<file path="src/rtl/timebase_pkg.sv">
// rtl/timebase_pkg.sv - shared constants and helpers for the stopwatch timebase
package timebase_pkg;

    localparam int DEFAULT_BOARD_CLOCK_FREQUENCY_IN_HZ = 100_000_000;
    localparam int DEFAULT_BASE_TICK_FREQUENCY_IN_HZ   = 1000;
    localparam int DEFAULT_NUM_STAGES                  = 4;
    localparam int DEFAULT_STAGE_RATIO                 = 10;

    function automatic int prescale_of(input int board_hz, input int base_hz);
        if (base_hz < 1) begin
            return 0;
        end
        return board_hz / base_hz;
    endfunction

    // Non-zero only when the board clock divides down to the base rate exactly.
    function automatic bit prescale_valid(input int board_hz, input int base_hz);
        if (base_hz < 1) begin
            return 1'b0;
        end
        if ((board_hz % base_hz) != 0) begin
            return 1'b0;
        end
        return (board_hz / base_hz) >= 2;
    endfunction

    function automatic int width_of(input int n);
        int w;
        w = $clog2(n);
        return (w < 1) ? 1 : w;
    endfunction

endpackage

</file>
<file path="src/rtl/timebase_stage.sv">
// rtl/timebase_stage.sv - mod-RATIO counter stage with combinational carry out
module timebase_stage
    import timebase_pkg::*;
#(
    parameter int RATIO = DEFAULT_STAGE_RATIO
) (
    input  logic clk,
    input  logic rst,
    input  logic clear,
    input  logic carry_in,
    output logic carry_out
);

    localparam int W = width_of(RATIO);
    localparam logic [W-1:0] LAST = W'(RATIO - 1);

    logic [W-1:0] cnt;
    logic         at_last;

    assign at_last   = (cnt == LAST);
    assign carry_out = carry_in && at_last;

    always_ff @(posedge clk) begin
        if (rst || clear) begin
            cnt <= '0;
        end else if (carry_in) begin
            cnt <= at_last ? '0 : cnt + 1'b1;
        end
    end

endmodule

</file>
<file path="src/rtl/stopwatch_timebase.sv">
// rtl/stopwatch_timebase.sv - pausable prescaler with cascaded aligned tick stages
module stopwatch_timebase
    import timebase_pkg::*;
#(
    parameter int BOARD_CLOCK_FREQUENCY_IN_HZ = DEFAULT_BOARD_CLOCK_FREQUENCY_IN_HZ,
    parameter int BASE_TICK_FREQUENCY_IN_HZ   = DEFAULT_BASE_TICK_FREQUENCY_IN_HZ,
    parameter int NUM_STAGES                  = DEFAULT_NUM_STAGES,
    parameter int STAGE_RATIO                 = DEFAULT_STAGE_RATIO
) (
    input  logic                  clk,
    input  logic                  rst,
    input  logic                  run,
    input  logic                  clear,
    input  logic                  step,
    output logic [NUM_STAGES-1:0] tick,
    output logic [NUM_STAGES-1:0] square
);

    localparam int PRESCALE = prescale_of(BOARD_CLOCK_FREQUENCY_IN_HZ, BASE_TICK_FREQUENCY_IN_HZ);
    localparam int CW       = width_of(PRESCALE);
    localparam logic [CW-1:0] COUNT_LAST = CW'(PRESCALE - 1);

    if (!prescale_valid(BOARD_CLOCK_FREQUENCY_IN_HZ, BASE_TICK_FREQUENCY_IN_HZ)) begin : g_bad_prescale
        $error("stopwatch_timebase: board clock must divide exactly into base tick with ratio >= 2");
    end
    if (NUM_STAGES < 1) begin : g_bad_stages
        $error("stopwatch_timebase: NUM_STAGES must be >= 1");
    end
    if (STAGE_RATIO < 2) begin : g_bad_ratio
        $error("stopwatch_timebase: STAGE_RATIO must be >= 2");
    end

    logic [CW-1:0]         count;
    logic                  count_at_last;
    logic [NUM_STAGES-1:0] carry;

    assign count_at_last = (count == COUNT_LAST);

    // A step only counts while paused; when running the prescaler alone decides.
    assign carry[0] = run ? count_at_last : step;

    for (genvar k = 1; k < NUM_STAGES; k++) begin : g_stage
        timebase_stage #(
            .RATIO(STAGE_RATIO)
        ) u_stage (
            .clk      (clk),
            .rst      (rst),
            .clear    (clear),
            .carry_in (carry[k-1]),
            .carry_out(carry[k])
        );
    end

    always_ff @(posedge clk) begin
        if (rst || clear) begin
            count  <= '0;
            tick   <= '0;
            square <= '0;
        end else begin
            if (run) begin
                count <= count_at_last ? '0 : count + 1'b1;
            end
            tick   <= carry;
            square <= square ^ carry;
        end
    end

endmodule

</file>
<file path="config.mk">
export PLATFORM = sky130hd
export DESIGN_NAME = stopwatch_timebase
export DESIGN_NICKNAME = d
export VERILOG_FILES = /design/src/rtl/timebase_pkg.sv /design/src/rtl/timebase_stage.sv /design/src/rtl/stopwatch_timebase.sv
export SDC_FILE = /design/constraint.sdc
export NUM_CORES = 1
export LEC_CHECK = 0
export ABC_AREA = 1
export BUFFER_PORTS_ARGS = -buffer_cell sky130_fd_sc_hd__buf_4
export CAP_MARGIN = 20
export CORE_ASPECT_RATIO = 0.6
export CORE_MARGIN = 1.5
export CORE_UTILIZATION = 55
export DETAILED_ROUTE_END_ITERATION = 16
export PLACE_DENSITY = 0.81
export SLEW_MARGIN = 20
export SYNTH_ARGS = -nofsm -noshare
export SYNTH_HDL_FRONTEND = slang
export SYNTH_SLANG_ARGS = --single-unit
</file>
<file path="constraint.sdc">
create_clock -name clk -period 2.39 [get_ports clk]
set_input_delay 0.1195 -clock clk [delete_from_list [all_inputs] [get_ports clk]]
set_output_delay 0.1195 -clock clk [all_outputs]
set_load 0.02 [all_outputs]
</file>
## After elaboration in Yosys (flattened, before gate mapping)

Cells that the tools add are included.

- Add/subtract/negate cells: 4
- Multiply operators: 0
- Div/mod/pow operators: 0
- $lt $le $gt $ge: 0
- Equal/unequal tests: 4
- Shift operators: 0
- Muxes and demuxes: 5
- Bitwise gates (word level): 1
- Reduce and logical (&&, ||, !) cells: 4

Operators with widths:

| cell | number |
|---|---|
| 17-bit by 1-bit adder with 17-bit output (second input constant) | 1 |
| 17-bit == test (second input constant) | 1 |
| 17-bit two-way mux | 1 |
| 4-bit by 1-bit adder with 4-bit output (second input constant) | 3 |
| 4-bit == test (second input constant) | 3 |
| 4-bit two-way mux | 3 |
| 4-bit bitwise XOR | 1 |
| 1-bit logical AND | 3 |
| 1-bit logical OR | 1 |
| 1-bit two-way mux | 1 |

- Register bits: 37
- Latch bits: 0
- RAM bits: 0
- Memory bits (read-only): 0
- Input port bits: 5
- Output and inout bits: 8
- Logic and storage cells: 24
- Memories: 0

## Longest topological paths before layout

Gate-level depths: netlist (run 1).

- Depth in word-level cells: 6
- Gate-level depth with buffers: 12
- Gate-level depth less buffers: 12

## Cells and area by module

A second synthesis (run 1) with hierarchy kept.

- Cell total of the unflattened synthesis: 254
- Area total of the unflattened synthesis: 1788.0 um^2

By module, submodules not included:

| module | instances | cells each | area each (um^2) | seq. area each (um^2) |
|---|---|---|---|---|
| stopwatch_timebase | 1 | 167 | 1202.4 | 500.5 |
| timebase_stage | 3 | 29 | 195.2 | 80.1 |

## Least setup slack after synthesis (run 1)

No wires, ideal clock.

- Kind: register to register
- From: register count[0]
- To: register g_stage[1].u_stage.cnt[3]
- Library setup time: 0.114 ns
- Arrival time: 1.441 ns
- Required time: 2.276 ns
- Setup slack: 0.835 ns
- Cell stages (with the launch flop): 12
- Path buffers: 0
- Period minus slack after synthesis: 1.555 ns
- Cells stage by stage: dfxtp_1 ha_1 nand2_2 nor2_4 inv_2 nor2_1 nand2_1 nand2_4 nand2_1 nor2_1 xor2_1 nor2_1

- Word-level cells in the longest chain between the ends: 2

Ends and longest elaborated chain:

| what | line | source |
|---|---|---|
| start, declared | stopwatch_timebase.sv:33 | `logic [CW-1:0] count;` |
| start signal, assigned | stopwatch_timebase.sv:61 | `count <= count_at_last ? '0 : count + 1'b1;` |
| 17-bit == test | stopwatch_timebase.sv:37 | `assign count_at_last = (count == COUNT_LAST);` |
| 1-bit two-way mux | stopwatch_timebase.sv:40 | `assign carry[0] = run ? count_at_last : step;` |
| end signal, assigned | timebase_stage.sv:27 | `cnt <= at_last ? '0 : cnt + 1'b1;` |
| end, declared | timebase_stage.sv:17 | `logic [W-1:0] cnt;` |

No other way between the ends.
A chain may end at the register's enable or synchronous reset.

## Final worst setup path (run 1)

Same ends and word-level chain as after synthesis.

==> results of run 1 <==
layout make-up:
class | count | share of cell area, %
clock buffers | 6 | 3.55
clock inverters | 2 | 0.489
inverters | 33 | 6.06
multi-input cells | 191 | 46.2
flip-flops and latches | 37 | 36.2
well taps | 45 | 2.75
repair buffers | 13 | 4.77
stage by stage:
stage | power (mW) | util [%] | instance area, sq um
CTS | 1.11 | 63.5 | 2050
detailed placement | 0.685 | 60.9 | 1960
global route | 1.13 | 63.5 | 2050
finish | 1.10 | 63.5 | 2050
floorplan | 0.670 | - | 1840
global placement | 0.685 | 60.9 | 1960
placed cells by master, fill, tap and decap left out, types with 4 or more instances in the layout:
master,n
buf_4,13
nand3_1,15
inv_1,31
nor3_1,4
o21ai_0,13
dfxtp_1,37
a21oi_1,27
nand2_1,70
xor2_1,6
nor2_1,32
clkbuf_8,5
state kept, by name, summed over array words and instances (netlist names):
name	cells
g_stage.u_stage.cnt	12
count	17
square	4
tick	4
cells in the mapped netlist:
| cell type | n |
|---|---|
| nand4_1 | 1 |
| nand2_1 | 70 |
| a21oi_1 | 27 |
| inv_1 | 31 |
| nand4_2 | 1 |
| inv_2 | 2 |
| nor3_1 | 4 |
| o21a_1 | 1 |
| xnor2_1 | 3 |
| dfxtp_1 | 37 |
| xor2_1 | 6 |
| nand3_1 | 15 |
| or2_2 | 1 |
| o21ai_1 | 1 |
| nand3_4 | 1 |
| nor2_4 | 3 |
| o21bai_1 | 1 |
| o21ai_0 | 13 |
| o22ai_1 | 1 |
| or2_4 | 1 |
| and3_1 | 1 |
| clkbuf_1 | 4 |
| ha_1 | 1 |
| nand2_2 | 2 |
| nand3_2 | 2 |
| a211oi_1 | 1 |
| nor2_2 | 1 |
| buf_6 | 1 |
| nand2_4 | 1 |
| buf_2 | 1 |
| nor2_1 | 32 |
where the power goes:
group,switching [mW],total (mW),internal (mW)
clock,0.230,0.432,0.202
combinational,0.0347,0.0493,0.0145
sequential,0.00257,0.622,0.620
per-layer routing:
layer,GRT usage (%),up-vias
met5,0,-
met4,9.82,0
met3,5.71,8
met2,27.0,39
met1,31.1,705
li1,-,874
cell families after synthesis:
kind of cell	share of synthesized area, %
simple gates	33.7
compound gates	12.7
buf+inv	8.43
flops	40.2
xor+xnor	4.28
fa+ha+maj	0.680
worst max path at each step:
| stage | end | cells after the start | from | slack, ps |
|---|---|---|---|---|
| 2_1_floorplan | g_stage[1].u_stage.cnt[3]$_SDFFE_PP0N_ | 11 | count[0]$_SDFFE_PP0P_ | 830 |
| 3_3_place_gp | g_stage[3].u_stage.cnt[2]$_SDFFE_PP0P_ | 12 | count[0]$_SDFFE_PP0P_ | 760 |
| 3_5_place_dp | g_stage[1].u_stage.cnt[3]$_SDFFE_PP0N_ | 11 | count[0]$_SDFFE_PP0P_ | 660 |
| 4_1_cts | g_stage[1].u_stage.cnt[3]$_SDFFE_PP0N_ | 11 | count[0]$_SDFFE_PP0P_ | 640 |
| 5_1_grt | count[11]$_SDFFE_PP0P_ | 9 | count[2]$_SDFFE_PP0P_ | 470 |
| 6_report | g_stage[1].u_stage.cnt[3]$_SDFFE_PP0N_ | 11 | count[0]$_SDFFE_PP0P_ | 640 |
worst max-delay path: stages, from the launching register on:
cell and delay [ps]:
dfxtp_1 380, ha_1 190, nand2_2 80, nor2_4 130, inv_2 40, nor2_1 90, nand2_1 90, nand2_4 100
nand2_1 160, nor2_1 170, xor2_1 170, nor2_1 50
==> out/metrics.cfg, run 1 <==
[setup_path]
critPathKind=flop to flop
arrival_ps=1940
startpoint_type=flop
r2r_cells=11
r2r_slack_ps=640
cp.required_ps=2580
cp-end-kind=flop
path_max_fanout=8
regToRegStartpoint=count[0]$_SDFFE_PP0P_
r2r_end=g_stage[1].u_stage.cnt[3]$_SDFFE_PP0N_

[floorplan]
io-pin-count=13
die_h_um=47.8
fp.coreArea_sq_um=3220
rows=16
die_x_um=77.7
floorplan.initialDensity_pct=57.1
die-area_sq_um=3710

[route]
final_antenna_net_count=0
wl_met2_um=1390
firstDrtPassIters=4
wl_per_cell_um=11.3
drtIter0Drc=119
vias=1626
wl_met1_um=2070
drc=0
post_drt_via_cell_ratio=4.97
wl_met3_um=187
top_layer=met4
drt-total-wl_um=3700

[worst_hold_path]
hold_path.startpoint=run
hold_path.class=input port to flop
min_to=count[0]$_SDFFE_PP0P_
hold_depth=2

[clocking]
clockBufferDepth=2
cts_sinks=37
path_clk_slew_ps=80
cts_hold_buf=0
clkLatencyLatePin_ps=300
cts_setup_buffers=0
h-tree-depth=2
numCtsBuffers=5
cts_tree=built
cts_root_buffer=clkbuf_8
cts_resized=0

[synth]
yosysWarnings=0
synth_area_sq_um=1840
syn-num-nets=273
ys_seq_area_share_pct=40.2
yosysUniqueCellTypes=31
synth_top_area_share_pct=40.2
yosys.area.top_type=dfxtp_1
syn_inst=267
syn_area_per_cell_sq_um=6.89
ys_top_cells_by_area=dfxtp_1 40%, nand2_1 14%, a21oi_1 7.3%
synth-seq-cells=37

[sta]
post-route-period-util_pct=73.2
rsz0062_at_grt=no
relSlewSlack_pct=47.8
min_period_ps=1750
fin_worst_skew_ps=5.33
drv_slew=0
finalSetupViolCount=0
hold_ws_ps=96.0
setup_ws_ps=640
hold_violations=0
setup_tns_ps=0
fmax_mhz=571
worst-slew-pin-transition_ps=783

[status]
status=finished, final reports clean

[global_routing]
grt_max_degree=24
grt_pass1_vias=1270
antenna_found_initial=0
grt_util_all_layers_pct=20.8
grt_pass1_wl_um=5760
grt-ovfl-total=0

[finish]
stdcell_count=327
seq_area_sq_um=741
antenna_cells=0
drive_above_1_share_pct=12.4
multi_input_area_sq_um=945
fillers=271
finalNetCount=287
syn2layout_area_growth_pct=11.1

[placement]
dp_hpwl_um=2590
dp_cells=319
place_ws_ps=662
gp_congestion=0.866
portBuffers=12

[power]
ir_drop_mv=0.367
p_leak_nw=0.782
power.density_nw_per_um2=539

[job]
maxCapViolations=0

Note: power is estimated with default switching activity, not from simulation.
==> run 2, diff against run 1 <==
Clock period 2.39 ns to 1.7 ns, I/O delays scaled along.
==> run 2 against run 1 <==
Net effect: the run now ends with setup timing left; fmax grew 1.9%; core utilization grew 4.7 points; critical path depth is the same; cell area grew 7.4%; clock skew grew 1.6 ps; combinational power grew 61%; register-to-register slack lost 660 ps; global-route usage grew 1.0 points; setup slack lost 660 ps; clock power grew 43%; hold slack lost 19 ps; critical path type unchanged.
==> out/metrics.cfg, run 2 (synthesized netlist as in run 1, its figures left out) <==
[job]
maxCapViolations=0  ; unchanged

[worst_hold_path]
hold_path.class=input port to flop  ; unchanged

[status]
violations=setup timing
status=complete, but fails checks  ; was finished, final reports clean

[global_routing]
grt-ovfl-total=0  ; unchanged
met1_usage_pct=33.3  ; was 31.1%
met3_usage_pct=5.71  ; unchanged
grt_pass1_vias=1278  ; was 1270
antenna_found_initial=0  ; unchanged
grt_max_degree=24  ; unchanged
busiest_layer=met1  ; unchanged
grt_util_all_layers_pct=21.8  ; was 20.8%
grt.met2_usage_pct=29.9  ; was 27.0%
grt_pass1_wl_um=6130  ; was 5760 um

[finish]
stdcell_count=333  ; was 327
top_register=count  ; unchanged
final_core_util_pct=68.2  ; was 63.5%
antenna_cells=0  ; unchanged
finalNetCount=294  ; was 287
largest_register_ffs=17  ; unchanged
final_area_sq_um=2200  ; was 2050 sq um
drive_above_1_share_pct=20.1  ; was 12.4%
final_common_cell=nand2_1  ; unchanged
top_regs=count x17, g_stage.u_stage.cnt x12  ; unchanged
mostFrequentLayoutCells=67 x nand2_1, 35 x dfxtp_1, 30 x inv_1  ; was 70 x nand2_1, 37 x dfxtp_1, 32 x nor2_1
syn2layout_area_growth_pct=19.4  ; was 11.1%

[setup_path]
max_stage_delay_ps=370  ; was 380 ps
r2r_slack_ps=-20  ; was 640 ps
r2r_end=g_stage[3].u_stage.cnt[1]$_SDFFE_PP0P_  ; was g_stage[1].u_stage.cnt[3]$_SDFFE_PP0N_
crit_path_end=g_stage[3].u_stage.cnt[1]$_SDFFE_PP0P_  ; was g_stage[1].u_stage.cnt[3]$_SDFFE_PP0N_
r2r_cells=11  ; unchanged
crit_chain=ha_4 > nand2_4 > nor2_4 > inv_2 > nor2_1 > nand2_1 > nand2_4 > nand3_4 > nor2_4 > nand2_1 > a21oi_1  ; was ha_1 > nand2_2 > nor2_4 > inv_2 > nor2_1 > nand2_1 > nand2_4 > nand2_1 > nor2_1 > xor2_1 > nor2_1
cp.required_ps=1900  ; was 2580 ps
path_max_fanout=7  ; was 8
arrival_ps=1920  ; was 1940 ps
slowest_stage=dfxtp_4  ; was dfxtp_1
startpoint_type=flop  ; unchanged
critPathKind=flop to flop  ; unchanged
cp-startpoint=count[1]$_SDFFE_PP0P_  ; was count[0]$_SDFFE_PP0P_
regToRegStartpoint=count[1]$_SDFFE_PP0P_  ; was count[0]$_SDFFE_PP0P_
cp-end-kind=flop  ; unchanged

[sta]
setup_tns_ps=-27.3  ; was 0 ps
min_period_ps=1720  ; was 1750 ps
worst-slew-pin-transition_ps=853  ; was 783 ps
hold_violations=0  ; unchanged
rsz0062_at_grt=yes  ; was no
hold_ws_ps=76.8  ; was 96.0 ps
fmax_mhz=582  ; was 571 MHz
relSlewSlack_pct=43.1  ; was 47.8%
drv_slew=0  ; unchanged
fin_worst_skew_ps=6.91  ; was 5.33 ps
setup_ws_ps=-17.4  ; was 640 ps
finalSetupViolCount=2  ; was 0
post-route-period-util_pct=101  ; was 73.2%

[route]
vias=1691  ; was 1626
post_drt_via_cell_ratio=5.08  ; was 4.97
firstDrtPassIters=4  ; unchanged
drt-total-wl_um=4070  ; was 3700 um
drtIter0Drc=141  ; was 119
drc=0  ; unchanged
final_antenna_net_count=0  ; unchanged
wl_per_cell_um=12.2  ; was 11.3 um

[clocking]
path_clk_slew_ps=70  ; was 80 ps
cts_sinks=37  ; unchanged
clockBufferDepth=2  ; unchanged
h-tree-depth=2  ; unchanged
cts_tree=built  ; unchanged
cts_root_buffer=clkbuf_8  ; unchanged
clkLatencyLatePin_ps=290  ; was 300 ps
numCtsBuffers=5  ; unchanged

[power]
switching_power_mw=0.356  ; was 0.267 mW
power.density_nw_per_um2=716  ; was 539 nW/um^2
p_sw_share_pct=22.6  ; was 24.2%
ir_drop_mv=0.513  ; was 0.367 mV
seqPwrFrac_pct=55.6  ; was 56.4%
p_comb_share_pct=5.1  ; was 4.5%
p_leak_nw=0.837  ; was 0.782 nW
p_total_mw=1.57  ; was 1.10 mW
clkPwrFrac_pct=39.4  ; was 39.1%
p_int_mw=1.22  ; was 0.836 mW

[floorplan]
io-pin-count=13  ; unchanged
die_h_um=47.8  ; unchanged
die-area_sq_um=3710  ; unchanged
die_x_um=77.7  ; unchanged
rows=16  ; unchanged
fp.coreArea_sq_um=3220  ; unchanged
floorplan.initialDensity_pct=57.1  ; unchanged

[placement]
dp_cells=322  ; was 319
dp_hpwl_um=2680  ; was 2590 um
dpl_cell_area_sq_um=1990  ; was 1960 sq um
place_ws_ps=-6.72  ; was 662 ps
gp_congestion=0.880  ; was 0.866
portBuffers=12  ; unchanged

run 2: cell types whose count changed in the layout (fill, tap and decap cells not counted), moves of 3 or more:
cell	previous run	this run
buf_4	13	19
nand2_1	70	67
nand3_1	15	12
nand3_2	2	5
nor2_1	32	29
run 2: worst min-delay path by stage:
stage | slack (ps) | depth (start not counted) | end | from
detailed placement | 380 | 2 | count[0]$_SDFFE_PP0P_ | run
floorplan | 300 | 3 | g_stage[1].u_stage.cnt[3]$_SDFFE_PP0N_ | rst
CTS | 80 | 2 | count[0]$_SDFFE_PP0P_ | run
global route | 80 | 2 | count[0]$_SDFFE_PP0P_ | run
finish | 80 | 2 | count[0]$_SDFFE_PP0P_ | run
global placement | 370 | 2 | count[0]$_SDFFE_PP0P_ | run
run 2: cell type report:
class	count	area, sq um
timing repair buffer	20	163
inverter	33	126
tap	45	56.3
sequential	37	746
clock buffer	7	86.3
multi-input combinational	191	1020
fill	257	1030
run 2: power by group through the flow:
stage | Combinational [mW] | Clock (mW) | Sequential (mW)
floorplan | 0.0459 | 0 | 0.897
global placement | 0.0703 | 0 | 0.894
detailed placement | 0.0725 | 0 | 0.894
CTS | 0.0730 | 0.622 | 0.874
global route | 0.0871 | 0.666 | 0.874
finish | 0.0795 | 0.619 | 0.874
run 2: layer usage:
layer / routed length (um) / up-vias
li1: - / 888
met1: 2040 / 746
met2: 1680 / 53
met3: 320 / 4
met4: 28 / 0
met5: 0 / -
run 2: worst max-delay path, delay by kind of cell, from the launching register on:
kind	cells	cell delay [ps]
buffers and inverters	1	40
flip-flops	1	370
AND/OR/NAND/NOR	8	910
adder cells (fa/ha/maj)	1	150
AO/OA/AOI/OAI	1	150
run 2: repair_timing:
item                                   4_1_cts  5_1_grt
setup buffers                                0        4
setup endpoints to repair                    1       30
gates resized for setup                      1       24
endpoints found under the hold margin        0        0
hold buffers                                 0        0
pin swaps                                    0        9
==> run 3, diff against run 2 <==
Settings changed: SKIP_CTS_REPAIR_TIMING set to 1.
==> run 3 against run 2 <==
Net effect: the flow still finishes with violations (setup timing); setup slack lost 15 ps; core utilization grew 0.50 points; via count grew 1.8%; critical path type unchanged; critical endpoint unchanged.
==> out/metrics.cfg, run 3 (synthesized netlist as in run 1, its figures left out) <==
[sta]
worst-slew-pin-transition_ps=831  ; was 853 ps
relSlewSlack_pct=44.6  ; was 43.1%
rsz0062_at_grt=yes  ; unchanged
fmax_mhz=577  ; was 582 MHz
post-route-period-util_pct=102  ; was 101%
fin_worst_skew_ps=7.18  ; was 6.91 ps
finalSetupViolCount=1  ; was 2
hold_violations=0  ; unchanged
drv_slew=0  ; unchanged
min_period_ps=1730  ; was 1720 ps
setup_ws_ps=-32.4  ; was -17.4 ps

[power]
p_total_mw=1.57  ; about the same
power.density_nw_per_um2=711  ; was 716 nW/um^2
ir_drop_mv=0.505  ; was 0.513 mV
p_leak_nw=0.843  ; was 0.837 nW

[global_routing]
antenna_found_initial=0  ; unchanged
grt-ovfl-total=0  ; unchanged
grt_pass1_wl_um=6090  ; was 6130 um
grt_pass1_vias=1273  ; was 1278
grt_max_degree=24  ; unchanged
grt_util_all_layers_pct=21.7  ; was 21.8%

[setup_path]
cp.required_ps=1900  ; about the same
critPathKind=flop to flop  ; unchanged
cp-end-kind=flop  ; unchanged
path_max_fanout=7  ; unchanged
path_delay_family=simple AND/OR/NAND/NOR gates  ; unchanged
startpoint_type=flop  ; unchanged
max_stage_delay_ps=370  ; about the same
worst-path-buf-inv=1  ; unchanged
arrival_ps=1930  ; was 1920 ps
r2r_slack_ps=-30  ; was -20 ps
slowest_stage=dfxtp_4  ; unchanged
crit_chain=ha_4 > nand2_4 > nor2_4 > inv_2 > nor2_1 > nand2_1 > nand2_4 > nand3_4 > nor2_4 > nand2_1 > a21oi_1  ; unchanged

[route]
firstDrtPassIters=4  ; unchanged
drtIter0Drc=101  ; was 141
post_drt_via_cell_ratio=5.16  ; was 5.08
vias=1722  ; was 1691
drc=0  ; unchanged
wl_per_cell_um=12.3  ; was 12.2 um
drt-total-wl_um=4100  ; was 4070 um
final_antenna_net_count=0  ; unchanged

[placement]
dp_hpwl_um=2680  ; unchanged
dp_cells=322  ; unchanged
gp_congestion=0.880  ; unchanged
portBuffers=12  ; unchanged

[job]
maxCapViolations=0  ; unchanged

[finish]
top_regs=count x17, g_stage.u_stage.cnt x12  ; unchanged
syn2layout_area_growth_pct=20.3  ; was 19.4%
top_register=count  ; unchanged
mostFrequentLayoutCells=65 x nand2_1, 35 x dfxtp_1, 30 x inv_1  ; was 67 x nand2_1, 35 x dfxtp_1, 30 x inv_1
stdcell_count=334  ; was 333
drive_above_1_share_pct=21.5  ; was 20.1%
final_common_cell=nand2_1  ; unchanged
antenna_cells=0  ; unchanged
largest_register_ffs=17  ; unchanged
finalNetCount=295  ; was 294

[clocking]
path_clk_slew_ps=70  ; about the same
h-tree-depth=2  ; unchanged
clockBufferDepth=2  ; unchanged
numCtsBuffers=5  ; unchanged
cts_sinks=37  ; unchanged
clkLatencyLatePin_ps=290  ; about the same
cts_tree=built  ; unchanged
cts_root_buffer=clkbuf_8  ; unchanged

[worst_hold_path]
hold_path.class=input port to flop  ; unchanged

[status]
status=complete, but fails checks  ; unchanged
violations=setup timing  ; unchanged

[floorplan]
die-area_sq_um=3710  ; unchanged
io-pin-count=13  ; unchanged
die_x_um=77.7  ; unchanged
die_h_um=47.8  ; unchanged
floorplan.initialDensity_pct=57.1  ; unchanged
fp.coreArea_sq_um=3220  ; unchanged
rows=16  ; unchanged

## run 3: report_power, final
group	switching [mW]	leakage (nW)	internal, mW	total, mW
Clock	0.298	0.0443	0.322	0.620
Sequential	0.00364	0.300	0.870	0.874
Combinational	0.0545	0.499	0.0253	0.0797
Total	0.357	0.843	1.22	1.57
## run 3: final timing paths
kind / from / endpoint / cells after the start
worst max-delay path: count[1]$_SDFFE_PP0P_ / g_stage[3].u_stage.cnt[1]$_SDFFE_PP0P_ / 11
worst min register to register: square[0]$_SDFF_PP0_ / square[0]$_SDFF_PP0_ / 1
worst max register to register: count[1]$_SDFFE_PP0P_ / g_stage[3].u_stage.cnt[1]$_SDFFE_PP0P_ / 11
worst min-delay path: run / count[0]$_SDFFE_PP0P_ / 2
## run 3: layout make-up
cell class	count	area, sq um
Clock buffer	7	86.3
Fill cell	261	1010
Tap cell	45	56.3
Timing Repair Buffer	21	170
Inverter	33	126
Sequential cell	37	746
Multi-Input combinational cell	191	1030
## run 3: per-layer routing
layer / global-route usage, % / vias up / part of all wire [%]
li1: - / 891 / -
met1: 33.2 / 771 / 48
met2: 29.6 / 55 / 44
met3: 5.71 / 5 / 7.3
met4: 5.45 / 0 / 0.85
met5: 0 / - / 0
## run 3: metrics by stage
step / setup TNS [ps] / setup slack [ps] / hold slack, ps / area (sq um) / utilization (%)
floorplan: 0 / 145 / 304 / 1840 / -
global placement: 0 / 75.4 / 371 / 1990 / 61.6
detailed placement: -6.72 / -6.72 / 379 / 1990 / 61.6
CTS: -29.8 / -29.8 / 80.7 / 2070 / 64.3
global route: -1580 / -112 / 80.0 / 2210 / 68.7
finish: -32.4 / -32.4 / 79.8 / 2210 / 68.7
